## config.mk

```make
export PLATFORM = sky130hd
export DESIGN_NAME = lc4_wb_stage_ss
export DESIGN_NICKNAME = d
export VERILOG_FILES = /design/src/rtl/lc4_wb_stage_ss.sv
export SDC_FILE = /design/constraint.sdc
export NUM_CORES = 1
export LEC_CHECK = 0
export CELL_PAD_IN_SITES_DETAIL_PLACEMENT = 1
export CELL_PAD_IN_SITES_GLOBAL_PLACEMENT = 1
export CORE_MARGIN = 3
export CORE_UTILIZATION = 32
export CTS_CLUSTER_SIZE = 16
export DETAILED_ROUTE_END_ITERATION = 12
export PLACE_DENSITY_LB_ADDON = 0.12
export SETUP_SLACK_MARGIN = 0.05
export SLEW_MARGIN = 20
export SYNTH_ARGS = -nofsm -noshare
export SYNTH_HDL_FRONTEND = slang
export SYNTH_SLANG_ARGS = --single-unit
```

## constraint.sdc

```tcl
create_clock -name clk -period 2.6 [get_ports clk]
set_input_delay 0.52 -clock clk [delete_from_list [all_inputs] [get_ports clk]]
set_output_delay 0.52 -clock clk [all_outputs]
set_load 0.01 [all_outputs]
```

## src/rtl/lc4_wb_stage_ss.sv

```systemverilog
// LC4 superscalar writeback stage register.
// Latches both M-stage lanes, resolves write clashes, tracks NZP and retirement.
module lc4_wb_stage_ss #(
  parameter int CNT_W = 16
) (
  input  logic             clk,
  input  logic             rst,
  input  logic             gwe,
  input  logic             i_stall,
  input  logic             i_valid_A,
  input  logic             i_valid_B,
  input  logic [2:0]       i_rd_A,
  input  logic [2:0]       i_rd_B,
  input  logic             i_rd_we_A,
  input  logic             i_rd_we_B,
  input  logic [15:0]      i_wdata_A,
  input  logic [15:0]      i_wdata_B,
  input  logic             i_nzp_we_A,
  input  logic             i_nzp_we_B,
  output logic             o_valid_A,
  output logic             o_valid_B,
  output logic [2:0]       o_rd_A,
  output logic [2:0]       o_rd_B,
  output logic             o_rd_we_A,
  output logic             o_rd_we_B,
  output logic [15:0]      o_wdata_A,
  output logic [15:0]      o_wdata_B,
  output logic [2:0]       o_nzp,
  output logic [CNT_W-1:0] o_retired
);

  logic        wr_a;
  logic        wr_b;
  logic        clash;
  logic        set_a;
  logic        set_b;
  logic        nzp_set;
  logic [15:0] nzp_src;
  logic [2:0]  nzp_val;
  logic        cap;

  assign cap   = gwe & ~i_stall;
  assign wr_a  = i_valid_A & i_rd_we_A;
  assign wr_b  = i_valid_B & i_rd_we_B;
  // Younger lane B owns the register when both target the same rd.
  assign clash = wr_a & wr_b & (i_rd_A == i_rd_B);

  assign set_a   = i_valid_A & i_nzp_we_A;
  assign set_b   = i_valid_B & i_nzp_we_B;
  assign nzp_set = set_a | set_b;

  // Pick the youngest NZP setter and encode its sign.
  always_comb begin
    nzp_src = set_b ? i_wdata_B : i_wdata_A;
    nzp_val = 3'b001;
    unique case (1'b1)
      nzp_src[15]:         nzp_val = 3'b100;
      (nzp_src == 16'h0):  nzp_val = 3'b010;
      default:             nzp_val = 3'b001;
    endcase
  end

  // Lane A register: bubble on stall, masked fields when invalid.
  always_ff @(posedge clk or posedge rst) begin
    if (rst) begin
      o_valid_A <= 1'b0;
      o_rd_A    <= 3'd0;
      o_rd_we_A <= 1'b0;
      o_wdata_A <= 16'h0;
    end else if (gwe) begin
      if (i_stall) begin
        o_valid_A <= 1'b0;
        o_rd_A    <= 3'd0;
        o_rd_we_A <= 1'b0;
        o_wdata_A <= 16'h0;
      end else begin
        o_valid_A <= i_valid_A;
        o_rd_A    <= i_valid_A ? i_rd_A : 3'd0;
        o_rd_we_A <= wr_a & ~clash;
        o_wdata_A <= i_valid_A ? i_wdata_A : 16'h0;
      end
    end
  end

  // Lane B register: same capture rules, never loses a clash.
  always_ff @(posedge clk or posedge rst) begin
    if (rst) begin
      o_valid_B <= 1'b0;
      o_rd_B    <= 3'd0;
      o_rd_we_B <= 1'b0;
      o_wdata_B <= 16'h0;
    end else if (gwe) begin
      if (i_stall) begin
        o_valid_B <= 1'b0;
        o_rd_B    <= 3'd0;
        o_rd_we_B <= 1'b0;
        o_wdata_B <= 16'h0;
      end else begin
        o_valid_B <= i_valid_B;
        o_rd_B    <= i_valid_B ? i_rd_B : 3'd0;
        o_rd_we_B <= wr_b;
        o_wdata_B <= i_valid_B ? i_wdata_B : 16'h0;
      end
    end
  end

  // Condition codes update only on a capture with a setter present.
  always_ff @(posedge clk or posedge rst) begin
    if (rst) begin
      o_nzp <= 3'b000;
    end else if (cap && nzp_set) begin
      o_nzp <= nzp_val;
    end
  end

  // Retired counter adds the number of valid lanes captured, wrapping.
  always_ff @(posedge clk or posedge rst) begin
    if (rst) begin
      o_retired <= '0;
    end else if (cap) begin
      o_retired <= o_retired
                 + CNT_W'(i_valid_A)
                 + CNT_W'(i_valid_B);
    end
  end

endmodule

```

==> out/qor.csv <==
stage,metric,value,unit
run_status,status,"complete, no violations",
worst_hold_path,hp-start,o_nzp[2],
placed_design,place_congestion,0.764,
synthesis,synthMuxAreaShare,0.00452,
pwr,switching_share,0.260,
critical_path,slowest_stage,clkdlybuf4s50_1,
synthesis,yosysTopAreaCell,dfrtp_1,
critical_path,crit_fanout,3,
synthesis,netlist_area,2490,µm²
synthesis,yosys.area.top_type_share,0.612,
critical_path,endpoint_kind,flop,
die,rows,31,
placed_design,hpwl,5570,µm
cts,clk_path_buf_depth,2,
drt,wire_per_inst,17.3,µm
die,die_y,94.3,µm
global_route,grt_remaining_overflow,0,
cts,cts-resized-gates,0,
cts,clkSinkCount,61,
pwr,p_clk_frac,0.345,
flow_run,cap_violations,0,
worst_hold_path,min_to,o_nzp[2],
critical_path,required,2.81,ns
global_route,groute.usage.overall,0.172,
global_route,antenna_found_initial,0,
timing,fin_crit_sh,0.848,
drt,remaining_drc_errors,0,
timing,rsz0062_at_grt,false,
timing,finalMaxSlewViolations,0,
pwr,power,2.38,mW
pwr,pwr-share-seq,0.462,
critical_path,r2r_slack,0.77,ns
cts,numCtsBuffers,9,
die,die_area,8890,µm²
timing,skew,0.00745,ns
cts,h-tree-depth,3,
cts,cts_hold_buf,0,
critical_path,crit_chain,clkdlybuf4s50_1 > inv_1 > fa_1 > inv_1 > ha_1 > nand4b_1 > nor3_1 > nand2_1 > xnor2_1,
timing,fmaxAchievable,453,MHz
timing,whs,0.480,ns
cts,clock-root-buffer,clkbuf_8,
synthesis,synthAdderAreaFrac,0.0130,
synthesis,syn_inst,199,
die,coreArea,7410,µm²
die,io_pins,109,
placed_design,io_buffers,108,
pwr,comb_power_share,0.194,
synthesis,ys_ff_latch,61,
timing,tightest_slew,0.688,ns
synthesis,syn_area_per_cell,12.5,µm²
synthesis,synth_top_family_by_area,compound AO/OA/AOI/OAI gates,
cts,tritoncts,yes,
global_route,grt_pass1_wl,11500,µm
timing,setup_viol,0,
pwr,p_per_area,606,nW/µm²
synthesis,ys_types,36,
pwr,p_leak,1.77,nW
die,die_x,94.3,µm
synthesis,synth_compound_area_frac,0.165,
global_route,first_global_vias,2245,
drt,via_per_inst,4.90,
critical_path,reg2regPathDepth,8,
pwr,p_int,1.76,mW
cts,clkTransAtPathRegs,0.06,ns
drt,drt_first_iter_violations,41,
synthesis,yosys-top-cells-area,"dfrtp_1, a22o_1, xor2_1",
critical_path,rr_startpoint,o_retired[0],
synthesis,synth_simple_gate_area_frac,0.121,
drt,via_count,2067,
critical_path,cp_common_cell,inv_1,
cells_and_area,layout_commonest_cell,clkdlybuf4s50_1,
cts,clkLatencyLatePin,0.33,ns
synthesis,synthXorXnorAreaFrac,0.0597,
timing,max-slew-margin-rel,0.540,
synthesis,yosys_warnings,0,
drt,wirelength,7290,µm
pwr,ir_drop,0.000277,V
synthesis,synth_seq_area_share,0.612,
worst_hold_path,whs_path_depth,2,
cells_and_area,nets,368,
critical_path,startpoint_type,primary input,
pwr,switchingPower,620,µW
global_route,grt_max_degree,37,
timing,setup_ws,0.394,ns
drt,ant_nets,0,
cells_and_area,drive_gt1_frac,0.0929,
synthesis,synth_nets,249,
timing,layout_min_cycle_time,2.21,ns
worst_hold_path,holdCritPathClass,reg -> reg,
die,start_util,0.337,
critical_path,cpPeakStageDelay,0.49,ns
critical_path,r2r_end,o_retired[12],
cts,cts_setup_buffers,0,
drt,drtPass1Iterations,4,
placed_design,place_ws,0.0555,ns
critical_path,path_class,in -> reg,
cells_and_area,syn_to_final_growth,57.7,%
timing,hold_violations,0,
timing,tns,0,ns
cells_and_area,diodes,0,
cells_and_area,layout_common_cells,"clkdlybuf4s50_1, dfrtp_1, a22o_1",
critical_path,critPathArrivalTime,2.41,ns
cell type report:
cell class	count	area [µm²]
Clock buffer	12	145
Fill cell	775	3480
Sequential cell	61	1530
Tap cell	99	124
Inverter	6	22.5
Clock inverter	4	47.5
Timing Repair Buffer	117	1160
Multi-Input combinational cell	123	905
logic make-up (layout without fill, tap and decap cells):
group                      after synthesis  in the layout
DFF                                     61             61
and+or+nand+nor                         54             54
AOI/OAI and AO/OA                       49             49
xor gates and xnor gates                17             17
buffers and inverters                   15            139
adders and majority gates                2              2
muxes                                    1              1
sequential cells by signal, indices dropped and copies added, names as in the netlist:
signal	count
o_rd_we_B	1
o_rd_A	3
o_valid_B	1
o_valid_A	1
o_wdata_A	16
o_rd_we_A	1
o_rd_B	3
o_nzp	3
o_wdata_B	16
o_retired	16
worst max-delay path, delay by kind of cell:
family	cells	cell delay [ns]
fa+ha+maj	2	0.62
xor+xnor	1	0.12
simple gates	3	0.51
buf+inv	3	0.64
power groups by stage:
stage | Clock, mW | Sequential, mW | Combinational [mW]
6_report | 0.821 | 1.10 | 0.461
3_5_place_dp | 0 | 1.12 | 0.471
2_1_floorplan | 0 | 1.14 | 0.139
4_1_cts | 0.851 | 1.10 | 0.471
3_3_place_gp | 0 | 1.12 | 0.460
5_1_grt | 0.902 | 1.11 | 0.500
synth_stat cells:
cell,instances
and3b_2,1
a21o_1,3
mux2_2,1
nand4_1,2
and4_1,1
a21oi_1,3
clkbuf_2,1
xnor2_1,8
xor2_1,9
and3_1,1
clkbuf_1,4
nor4_1,6
ha_1,1
a32o_1,1
buf_2,4
nand3b_1,1
a22o_1,38
o21ai_0,1
inv_1,5
nor3_1,3
or2_4,1
nand2_1,18
nand2b_1,2
clkinv_1,1
or4_1,1
nand4_2,1
o31ai_1,1
fa_1,1
nand3_1,5
dfrtp_1,61
a221oi_1,1
nor3_2,1
nor4_4,1
o2bb2ai_1,1
nor2_1,8
nand4b_1,1
per-stage QoR:
| stage | area, µm² | util | std cells |
|---|---|---|---|
| after floorplan | 2490 | - | 199 |
| after global placement | 3740 | 0.505 | 406 |
| after detailed placement | 3740 | 0.505 | 406 |
| after CTS | 3930 | 0.531 | 422 |
| after global routing | 3930 | 0.531 | 422 |
| final | 3930 | 0.531 | 422 |
worst max path at each step:
stage / from / slack, ns / depth (start not counted) / to
floorplan: rst / 0.57 / 1 / o_nzp[0]
global placement: i_valid_A / 0.08 / 9 / o_retired[14]
detailed placement: i_valid_A / 0.06 / 9 / o_retired[10]
CTS: i_valid_A / 0.40 / 9 / o_retired[10]
global route: i_valid_A / 0.29 / 9 / o_retired[14]
finish: i_valid_A / 0.39 / 9 / o_retired[12]
metal layers:
metal | wire length [µm] | share of wire | track usage | vias to the layer above
met4 | 111 | 0.015 | 0.0650 | 0
li1 | - | - | - | 969
met1 | 3030 | 0.42 | 0.204 | 1026
met2 | 3710 | 0.51 | 0.291 | 63
met3 | 445 | 0.061 | 0.0545 | 9
met5 | 0 | 0 | 0 | -
No activity file was read; power rests on OpenSTA's default activity.
